### src/rtl/seq_multiplier_if.sv
// Handshake bundle for seq_multiplier: operand side (in_*) and result side (out_*).
// The multiplier uses the slave modport; the operand source / result consumer
// uses the master modport.
interface seq_multiplier_if #(
  parameter int data_width = 4
) ();

  logic                      in_valid;
  logic                      in_ready;
  logic [data_width-1:0]     A;
  logic [data_width-1:0]     B;
  logic                      signed_mode;
  logic                      out_valid;
  logic                      out_ready;
  logic [2*data_width-1:0]   product;

  modport master (
    output in_valid,
    input  in_ready,
    output A,
    output B,
    output signed_mode,
    input  out_valid,
    output out_ready,
    input  product
  );

  modport slave (
    input  in_valid,
    output in_ready,
    input  A,
    input  B,
    input  signed_mode,
    output out_valid,
    input  out_ready,
    output product
  );

endinterface

### src/rtl/seq_multiplier.sv
// Iterative N x N shift-add multiplier with per-operation signed/unsigned mode.
// Operands are reduced to unsigned magnitudes on accept, multiplied one bit of
// B per cycle, and the sign is reapplied in a single FIX cycle.
//
// Optional feature: define MULT_EARLY_TERM_EN to leave CALC as soon as the
// remaining multiplier bits are all zero (same products, shorter latency).
//
// state | meaning
// IDLE  | ready for operands, in_ready=1
// CALC  | one shift-add step per cycle over the bits of |B|
// FIX   | apply sign to the accumulator into the product register
// DONE  | product valid, waiting for out_ready
module seq_multiplier #(
  parameter int data_width = 4
) (
  input logic             clk,
  input logic             rst,
  seq_multiplier_if.slave bus
);

  localparam int step_width = (data_width > 2) ? $clog2(data_width) : 1;
  localparam logic [step_width-1:0] last_step = step_width'(data_width - 1);

  typedef enum logic [1:0] {
    IDLE = 2'd0,
    CALC = 2'd1,
    FIX  = 2'd2,
    DONE = 2'd3
  } state_t;

  state_t state, next_state;

  logic [data_width-1:0]   amag, bmag;
  logic [2*data_width-1:0] acc;
  logic [2*data_width-1:0] product_reg;
  logic [step_width-1:0]   step;
  logic                    neg;
  logic                    in_ready_reg;
  logic                    out_valid_reg;

  logic                    load, calc, fix, calc_last;
  logic [data_width-1:0]   mag_a, mag_b;
  logic                    neg_in;
  logic [2*data_width-1:0] wide_a;

  // Operand magnitudes and result sign; zero operands never yield a negative result.
  always_comb begin
    mag_a  = (bus.signed_mode && bus.A[data_width-1]) ? ('0 - bus.A) : bus.A;
    mag_b  = (bus.signed_mode && bus.B[data_width-1]) ? ('0 - bus.B) : bus.B;
    neg_in = bus.signed_mode && (bus.A[data_width-1] ^ bus.B[data_width-1])
             && (bus.A != '0) && (bus.B != '0);
    wide_a = {{data_width{1'b0}}, amag};
  end

  // Last CALC step: fixed count, or (optionally) once no multiplier bits remain.
  always_comb begin
    calc_last = (step == last_step);
`ifdef MULT_EARLY_TERM_EN
    if (bmag[data_width-1:1] == '0) begin
      calc_last = 1'b1;
    end
`else
`endif
  end

  // State register.
  always_ff @(posedge clk) begin
    if (rst) begin
      state <= IDLE;
    end else begin
      state <= next_state;
    end
  end

  // Next-state and datapath control decode.
  always_comb begin
    next_state = state;
    load       = 1'b0;
    calc       = 1'b0;
    fix        = 1'b0;
    case (state)
      IDLE: begin
        if (bus.in_valid) begin
          load       = 1'b1;
          next_state = CALC;
        end
      end
      CALC: begin
        calc = 1'b1;
        if (calc_last) begin
          next_state = FIX;
        end
      end
      FIX: begin
        fix        = 1'b1;
        next_state = DONE;
      end
      DONE: begin
        if (bus.out_ready) begin
          next_state = IDLE;
        end
      end
      default: next_state = IDLE;
    endcase
  end

  // Operand latch, shift-add accumulation and signed product register.
  always_ff @(posedge clk) begin
    if (rst) begin
      amag        <= '0;
      bmag        <= '0;
      acc         <= '0;
      step        <= '0;
      neg         <= 1'b0;
      product_reg <= '0;
    end else begin
      if (load) begin
        amag <= mag_a;
        bmag <= mag_b;
        neg  <= neg_in;
        acc  <= '0;
        step <= '0;
      end
      if (calc) begin
        if (bmag[0]) begin
          acc <= acc + (wide_a << step);
        end
        bmag <= bmag >> 1;
        step <= step + step_width'(1);
      end
      if (fix) begin
        product_reg <= neg ? ('0 - acc) : acc;
      end
    end
  end

  // Handshake outputs registered from the next state so they align with it.
  always_ff @(posedge clk) begin
    if (rst) begin
      in_ready_reg  <= 1'b1;
      out_valid_reg <= 1'b0;
    end else begin
      in_ready_reg  <= (next_state == IDLE);
      out_valid_reg <= (next_state == DONE);
    end
  end

  assign bus.in_ready  = in_ready_reg;
  assign bus.out_valid = out_valid_reg;
  assign bus.product   = product_reg;

endmodule

### src/flat_wrapper.sv
// flat-port wrapper written by rule: the top's interface ports become plain ports
module seq_multiplier_flat 
#(
  parameter int data_width = 4
)
  (clk, rst, bus_in_valid, bus_in_ready, bus_A, bus_B, bus_signed_mode, bus_out_valid, bus_out_ready, bus_product);
  seq_multiplier_if #(.data_width(data_width)) bus_i ();
  input logic clk;
  input logic rst;
  input wire logic [$bits(bus_i.in_valid)-1:0] bus_in_valid;
  output wire logic [$bits(bus_i.in_ready)-1:0] bus_in_ready;
  input wire logic [$bits(bus_i.A)-1:0] bus_A;
  input wire logic [$bits(bus_i.B)-1:0] bus_B;
  input wire logic [$bits(bus_i.signed_mode)-1:0] bus_signed_mode;
  output wire logic [$bits(bus_i.out_valid)-1:0] bus_out_valid;
  input wire logic [$bits(bus_i.out_ready)-1:0] bus_out_ready;
  output wire logic [$bits(bus_i.product)-1:0] bus_product;
  assign bus_i.in_valid = bus_in_valid;
  assign bus_in_ready = bus_i.in_ready;
  assign bus_i.A = bus_A;
  assign bus_i.B = bus_B;
  assign bus_i.signed_mode = bus_signed_mode;
  assign bus_out_valid = bus_i.out_valid;
  assign bus_i.out_ready = bus_out_ready;
  assign bus_product = bus_i.product;
  seq_multiplier #(.data_width(data_width)) u_core (.clk(clk), .rst(rst), .bus(bus_i));
endmodule
### config.mk
export PLATFORM = sky130hd
export DESIGN_NAME = seq_multiplier_flat
export DESIGN_NICKNAME = d
export VERILOG_FILES = /design/src/rtl/seq_multiplier_if.sv /design/src/rtl/seq_multiplier.sv /design/src/flat_wrapper.sv
export SDC_FILE = /design/constraint.sdc
export NUM_CORES = 1
export LEC_CHECK = 0
export CAP_MARGIN = 20
export CORE_ASPECT_RATIO = 1.4
export CORE_UTILIZATION = 49
export CTS_CLUSTER_DIAMETER = 120
export CTS_CLUSTER_SIZE = 24
export DETAILED_ROUTE_END_ITERATION = 8
export HOLD_SLACK_MARGIN = 0.1
export PLACE_DENSITY = 0.76
export SLEW_MARGIN = 20
export SYNTH_ARGS = -nofsm -noshare
export SYNTH_HDL_FRONTEND = slang
export SYNTH_SLANG_ARGS = --single-unit
### constraint.sdc
create_clock -name clk -period 2.26 [get_ports clk]
set_input_delay 0.339 -clock clk [delete_from_list [all_inputs] [get_ports clk]]
set_output_delay 0.339 -clock clk [all_outputs]
set_load 0.02 [all_outputs]
==> results of run 1 <==
[cell usage after synthesis, drive strengths merged (2+ instances only)]
| cell type | count | area, um^2 |
|---|---|---|
| a211oi | 13 | 97.6 |
| a21oi | 16 | 80.1 |
| a22oi | 3 | 22.5 |
| and2 | 2 | 13.8 |
| buf | 3 | 20.0 |
| clkbuf | 7 | 26.3 |
| dfxtp | 31 | 621 |
| ha | 11 | 138 |
| inv | 9 | 33.8 |
| mux2i | 8 | 80.1 |
| nand2 | 18 | 75.1 |
| nand2b | 6 | 37.5 |
| nand3 | 5 | 25.0 |
| nand3b | 2 | 15.0 |
| nor2 | 28 | 105 |
| nor2b | 6 | 40.0 |
| nor3 | 2 | 10.0 |
| o21ai | 10 | 50.0 |
| o31ai | 4 | 30.0 |
| or3 | 3 | 18.8 |
| xnor2 | 3 | 26.3 |
| xor2 | 6 | 52.6 |
[worst max path at each step]
stage,endpoint,slack [ns],cells past startpoint
floorplan,u_core.acc[7]$_SDFF_PP0_,0.01,10
global placement,u_core.acc[6]$_SDFF_PP0_,-0.04,11
detailed placement,u_core.acc[6]$_SDFF_PP0_,-0.08,11
CTS,u_core.acc[6]$_SDFF_PP0_,-0.008,11
global route,u_core.acc[7]$_SDFF_PP0_,-0.13,9
finish,u_core.acc[6]$_SDFF_PP0_,-0.02,9
[repair_timing]
action                                  4_1_cts  5_1_grt
buffers inserted                              2        2
pin swaps                                     3        5
gates resized for setup                       7       16
endpoints found under the hold margin         0        0
endpoints found under the setup margin        2        4
[kinds of logic after synthesis]
family / Yosys count / synth area share, %
AO/OA/AOI/OAI: 57 / 21.2
flip-flops: 31 / 35.2
multiplexers: 9 / 5.18
AND/OR/NAND/NOR: 75 / 20.5
buffers and inverters: 19 / 4.55
adder cells (fa/ha/maj): 12 / 8.95
XOR/XNOR: 9 / 4.47
[layer usage]
layer	up-vias	global-route usage, %
met2	35	40.1
met4	0	12.6
met1	729	21.9
li1	829	-
met5	-	0
met3	11	6.04
[final cells by class]
class                   instances  area, um^2  area share (%)
clock buffers                   6        82.6            3.57
clock inverters                 2        35.0            1.51
inverters                       9        33.8            1.46
multi-input cells             162        1150            49.6
flip-flops and latches         31         624            27.0
well taps                      40        50.0            2.16
repair buffers                 37         340            14.7
[worst max-delay path: stages, from the launching register on]
cell	delay (ns)
sky130_fd_sc_hd__dfxtp_4	0.36
sky130_fd_sc_hd__buf_8	0.12
sky130_fd_sc_hd__mux2i_4	0.25
sky130_fd_sc_hd__mux2i_2	0.10
sky130_fd_sc_hd__ha_1	0.37
sky130_fd_sc_hd__o21ai_2	0.18
sky130_fd_sc_hd__a21oi_4	0.05
sky130_fd_sc_hd__o21a_1	0.18
sky130_fd_sc_hd__or3_1	0.31
sky130_fd_sc_hd__a32o_1	0.25
[power by group through the flow]
stage	combinational, W	sequential [W]	clock [W]
after global placement	0.000159	0.000587	0
after detailed placement	0.000162	0.000587	0
after global routing	0.000206	0.000579	0.000598
final	0.000187	0.000577	0.000562
after floorplan	0.0000983	0.000586	0
after CTS	0.000167	0.000576	0.000570
[cells in the final DEF, fill, tap and decap left out, types with 5 or more instances in the layout]
cell type                         instances
sky130_fd_sc_hd__dfxtp_1                 30
sky130_fd_sc_hd__nor2_1                  28
sky130_fd_sc_hd__clkdlybuf4s50_1         22
sky130_fd_sc_hd__nand2_1                 17
sky130_fd_sc_hd__a21oi_1                 14
sky130_fd_sc_hd__buf_4                   14
sky130_fd_sc_hd__a211oi_1                12
sky130_fd_sc_hd__inv_1                    9
sky130_fd_sc_hd__ha_1                     9
sky130_fd_sc_hd__o21ai_0                  8
sky130_fd_sc_hd__xor2_1                   6
sky130_fd_sc_hd__clkbuf_8                 6
sky130_fd_sc_hd__mux2i_1                  5
sky130_fd_sc_hd__nor2b_1                  5
sky130_fd_sc_hd__nand3_1                  5
[per-stage QoR]
stage / power [W] / hold WS, ns / area (um^2) / setup TNS (ns) / setup WS (ns)
after floorplan: 0.000684 / 0.432 / 1770 / 0 / 0.0109
final: 0.00133 / 0.465 / 2310 / -0.0275 / -0.0170
after global placement: 0.000746 / 0.448 / 2070 / -0.0361 / -0.0361
after detailed placement: 0.000750 / 0.452 / 2070 / -0.0847 / -0.0847
after global routing: 0.00138 / 0.512 / 2310 / -0.339 / -0.127
after CTS: 0.00131 / 0.461 / 2230 / -0.00834 / -0.00834
==> results by stage, run 1 <==
Logic synthesis:
- The synthesized area is approximately 1800 um^2.
- The predominant post-synthesis flop cell is sky130_fd_sc_hd__dfxtp_1.
- The post-synthesis async set-or-reset flop share is 0%.
- Counting flops with a built-in enable in the synthesized netlist gives 0.
- The number of unique standard cell types used by synthesis is between 40 and 50.
- The number of cells produced by synthesis is around 210.
- The synthesized design contains 31 register bits.
- Sequential cells were found to cover between 30% and 40% of the synthesized design area.
- The number of nets handed over by synthesis was 237.
- In this run the mean area of a mapped cell was slightly above 8 um^2.
- The yosys synthesis warning count is 0.

Power:
- The internal power of the cells totals slightly above 0.001 W.
- Of the total power, the clock network draws 42.4%.
- For this design the static power due to leakage is ~0.91 nW.
- In this run the power spent charging and discharging nets is 0.000316 W.
- The highest ir drop seen on vdd is roughly 0.38 mV.
- In this run the power density over the cells is around 570 nW/um^2.
- The fraction of power consumed by sequential logic is 43.5%.
- Net switching is 23.8% of the power.
- Combinational cells account for approximately 14% of the total power.

Detailed routing:
- The met3 layer wire length in the routed design is between 100 and 150 um.
- The detailed route wirelength on metal2 is ~2100 um.
- The remaining number of nets flagged by the antenna check after routing is 0.
- The DRC violation count after routing is 0.
- The routed metal-1 wirelength is around 1500 um.
- Dividing the detail-routed via count by the number of cells gives 5.59.
- The highest routing layer actually used is met4.
- The post-detailed-routing wire length is 3840 um.
- The detailed-router iteration count before antenna repair is 4.
- In the final routed layout, each cell accounts on average for around 13 um.
- Across all layers, the routed design uses around 1600 vias.
- After the first detailed-routing iteration, the DRC count stood at 36.

Floorplanning:
- The die area is approximately 3800 um^2.
- For this design the top-level I/O count stands at 23.
- The area of the core region is between 3000 and 4000 um^2.
- Row generation in the floorplan step produced 25 rows.
- In this run the vertical extent of the chip is around 73 um.
- In this run the horizontal extent of the chip is about 53 um.
- The effective utilization at floorplan is 51.7%.

Clock tree:
- The clock drives 31 sinks.
- The clock root buffer is sky130_fd_sc_hd__clkbuf_8.
- The total CTS buffers is 5.
- The H-tree depth is 2.
- The later-pin clock latency in the skew report is 0.29 ns.
- The clock transition at the registers of the reported paths is approximately 0.060 ns.
- The cts-stage hold buffer count is 0.
- The CTS tree is built.
- Counting along the longest clock path gives a buffer depth of 2.

Setup path:
- The startpoint type of the worst setup path is a register.
- Across all register-to-register paths, the minimum setup slack is -0.02 ns.
- The type of the worst setup path is reg -> reg.
- STA classifies the critical path endpoint as a register.
- For the worst setup path, the data required time is about 2.4 ns.
- The worst register-to-register path begins at u_core.step[0]$_SDFFE_PP0P_.
- The origin of the worst setup path is u_core.step[0]$_SDFFE_PP0P_.
- The endpoint of the worst register-to-register path is u_core.acc[6]$_SDFF_PP0_.
- Along the worst path, the maximum fanout reaches 5.
- The number of cells on the worst reg-to-reg path is 9.
- STA puts the critical path data arrival time at roughly 2.5 ns.

Placement:
- Routability-driven placement finished with a final weighted congestion of a little over 0.9.
- The count of port buffers added during placement is 22.
- The number of cells in the design after placement is around 280.
- The HPWL after detailed placement is 2750 um.

Worst hold path:
- The startpoint of the tightest hold check path is u_core.bmag[3]$_SDFFE_PP0P_.
- The number of stages on the worst hold path is 2.
- The worst hold path terminates at u_core.bmag[2]$_SDFFE_PP0P_.
- The path class of the tightest hold or removal check is reg -> reg.

Timing:
- The final critical path takes up 101% of the cycle.
- The setup-violating endpoint count in the final report is 2.
- The final-report max-slew violation count is 0.
- The clock period minus final worst setup slack is between 2 and 2.5 ns.
- The setup slack after layout is -0.0170 ns.
- Setup repair after global routing could not meet its margin everywhere.
- At the pin with the least slew margin, the transition time is approximately 0.51 ns.
- The worst pin sits at a relative slew slack of 65.9%.
- The hold violation count in the final report is 0.
- For the final database, setup skew stands at about 0.0044 ns.
- The achievable clock frequency is 0.439 GHz.

GRT:
- The number of antenna violations at the first check in global routing is 0.
- The remaining global-route overflow is 0.
- The global-route usage over all layers is ~22%.
- Entering global routing, the biggest net connects 16 pins.
- The via count of the first global-routing pass is roughly 1500.
- The first-pass GRT wire length is about 6000 um.

Run status:
- The run finished, with violations left.
- The final reports fail on negative setup slack.

Finish:
- In the final design database the tool counted ~270 nets.
- Fill cells in the final layout number 273.
- The core occupancy in the finished layout is between 60% and 70%.
- The area growth from synthesis to layout is 31.4%.
- Once layout is complete, the cells apart from fillers number around 290.
- The share of post-route cells with drive strength above 1 is between 10% and 20%.
- The repair_antennas step left the layout with diodes totalling 0.

Job:
- The reported max-cap violation count is 0.
Power figures use the tool's default switching activity.
==> run 2, diff against run 1 <==
CTS_BUF_LIST = sky130_fd_sc_hd__clkbuf_16   (was unset)
SLEW_MARGIN = unset   (was 20)
==> run 2 against run 1 <==
Effect of this change: the flow still finishes with violations (negative setup slack); first-iteration DRC count rose by 44%; via count up 2.0%; non-clock buffer count grew 6; sequential share of layout area shrank 0.75 points; clock power increased by 32%; worst hold slack got worse by 0.0044 ns; wire length grew 8.3%; critical path depth unchanged; combinational power up 6%; core utilization rose by 1.9 points; largest power group is now the clock network.
==> results by stage, run 2 (synthesis results as in run 1) <==
Run status:
- The run finished, with violations left.
- The checks that failed: negative setup slack.

Finish:
- The layout overhead on the synthesized area is 35.2%.
- The share of post-route cells with drive strength above 1 is a little under a fifth.
- The top cell types in the final layout, fill and taps aside, are sky130_fd_sc_hd__dfxtp_1, sky130_fd_sc_hd__nor2_1, sky130_fd_sc_hd__clkdlybuf4s50_1, sky130_fd_sc_hd__buf_4, sky130_fd_sc_hd__nand2_1.
- At the end of the flow, the number of nets in the layout was around 280.
- The number of diodes is 0.
- The library cell used most frequently in the layout, excluding fill and tap cells, is sky130_fd_sc_hd__dfxtp_1.

Placement:
- At the end of routability-driven placement, the weighted congestion stood at ~0.93.
- The HPWL after detailed placement is around 2800 um.
- The count of port buffers added during placement is 22.
- The minimum setup slack after placement is -0.0847 ns.

Timing:
- Between clock sinks in the finished design, the worst skew comes to ~0.0043 ns.
- The final-report max-slew violation count was 0.
- The final critical path takes up 104% of the cycle.
- The achievable clock frequency is roughly 0.43 GHz.
- The setup slack after layout is -0.0915 ns.
- The worst hold-check slack is between 0.4 and 0.5 ns.
- Counting I/O delays and the setup requirement, the final critical path takes 2.35 ns.
- At the pin with the least slew margin, the transition time is around 0.50 ns.
- Measured against its own limit, the worst slew margin works out to ~66%.
- The post-route setup TNS is -0.0954 ns.
- The hold violation count in the final report is 0.
- Setup violations remaining at the end of the flow were counted as 2.
- Setup repair after global routing could not meet its margin everywhere.

Detailed routing:
- Dividing the detail-routed via count by the number of cells gives approximately 5.6.
- The DRC violation count after routing is 0.
- The vias after detailed routing is around 1600.
- The detailed-router iteration count before antenna repair is 4.
- The post-detailed-routing wire length is about 4200 um.
- The starting DRC count in detailed routing is 52.
- The count of nets left with antenna violations once routing finished came out at 0.
- The average wire length per cell after detail routing is between 10 and 15 um.

Worst hold path:
- The tightest min-delay check is of the reg -> reg type.

GRT:
- The global-route usage over all layers is 23.7%.
- Summed over all layers, the global routing overflow is 0.
- The via count of the first global-routing pass was ~1500.
- The first-pass GRT wire length is between 6000 and 7000 um.
- The number of antenna violations at the first check in global routing is 0.
- Entering global routing, the biggest net connects 16 pins.

Clock tree:
- For this design, the sink count on the clock tree is 31.
- The clock root buffer is sky130_fd_sc_hd__clkbuf_16.
- CTS built an H-tree with a depth of 2.
- The later pin in the worst-skew pair is clocked with a latency of between 0.2 and 0.3 ns.
- Clock-pin slew was measured on the worst setup and hold paths at roughly 0.050 ns.
- The clock passes through at most 2 buffers.
- Buffers inserted to repair hold after CTS numbered 0.
- TritonCTS created 5 clock buffers.
- TritonCTS built the clock tree.

Floorplanning:
- The vertical extent of the die is 72.9 um.
- The area of the core region is roughly 3400 um^2.
- The effective utilization at floorplan is between 50 and 60%.
- The die width is 52.7 um.
- The die covers a little under 4000 um^2.
- The floorplan has 25 rows.
- In this run the count of I/O pins placed on the die edge is 23.

Setup path:
- The largest fanout on the critical path is 5.
- The critical path is of the reg -> reg type.
- The startpoint type of the worst setup path is a register.
- The data arrival time at the worst-slack endpoint is about 2.6 ns.
- STA classifies the critical path endpoint as a register.
- For the worst setup path, the data required time is 2.47 ns.

Power:
- The overall power consumption is ~0.0015 W.
- The power density over the cells is between 600 and 700 nW/um^2.
- The highest ir drop seen on vdd is roughly 0.54 mV.
- The leakage power figure is about 0.96 nW.

Job:
- The reported max-cap violation count is 0.
## run 2: area by class of cell
| cell class | instances | area, um^2 |
|---|---|---|
| multi-input combinational | 162 | 1130 |
| fill | 270 | 1030 |
| sequential | 31 | 624 |
| timing repair buffer | 43 | 382 |
| clock buffer | 5 | 125 |
| tap | 40 | 50.0 |
| clock inverter | 3 | 38.8 |
| inverter | 9 | 33.8 |
## run 2: final timing paths
kind	startpoint	to	slack, ns	depth (start not counted)
worst max-delay path	u_core.step[0]$_SDFFE_PP0P_	u_core.acc[7]$_SDFF_PP0_	-0.09	9
worst min-delay path	u_core.bmag[3]$_SDFFE_PP0P_	u_core.bmag[2]$_SDFFE_PP0P_	0.46	2
worst max register to register	u_core.step[0]$_SDFFE_PP0P_	u_core.acc[7]$_SDFF_PP0_	-0.09	9
worst min register to register	u_core.bmag[3]$_SDFFE_PP0P_	u_core.bmag[2]$_SDFFE_PP0P_	0.46	2
## run 2: routing by layer
metal  GRT usage, %  up-vias  part of all wire [%]
met2           39.5       44                    53
li1               -      840                     -
met1           23.6      732                    39
met4           17.3        0                   4.3
met5              0        -                     0
met3           8.13       20                   3.3
## run 2: per-stage QoR
stage / instance area (um^2) / util, % / instances
2_1_floorplan: 1770 / - / 212
3_3_place_gp: 2070 / 60.8 / 275
3_5_place_dp: 2070 / 60.8 / 275
4_1_cts: 2290 / 67.1 / 287
5_1_grt: 2380 / 69.8 / 293
6_report: 2380 / 69.8 / 293
## run 2: critical path: stages, from the launching register on
cell and delay, ns:
sky130_fd_sc_hd__dfxtp_4 0.36, sky130_fd_sc_hd__buf_6 0.12, sky130_fd_sc_hd__mux2i_2 0.23, sky130_fd_sc_hd__mux2i_1 0.13, sky130_fd_sc_hd__ha_1 0.38, sky130_fd_sc_hd__o21ai_2 0.09, sky130_fd_sc_hd__o21bai_1 0.25, sky130_fd_sc_hd__a2111oi_2 0.09
sky130_fd_sc_hd__or4_4 0.53, sky130_fd_sc_hd__a21oi_2 0.13
## run 2: what timing repair did
item / in CTS / in global routing
hold endpoints to repair: 0 / 0
resized for setup: 7 / 12
pin swaps: 3 / 8
buffers inserted: 4 / 6
setup endpoints to repair: 2 / 4
## run 2: report_power, final
group,internal (W),switching (W),total (W)
sequential,0.000564,0.0000140,0.000578
combinational,0.000100,0.0000988,0.000199
clock,0.000512,0.000229,0.000742
total,0.00118,0.000342,0.00152
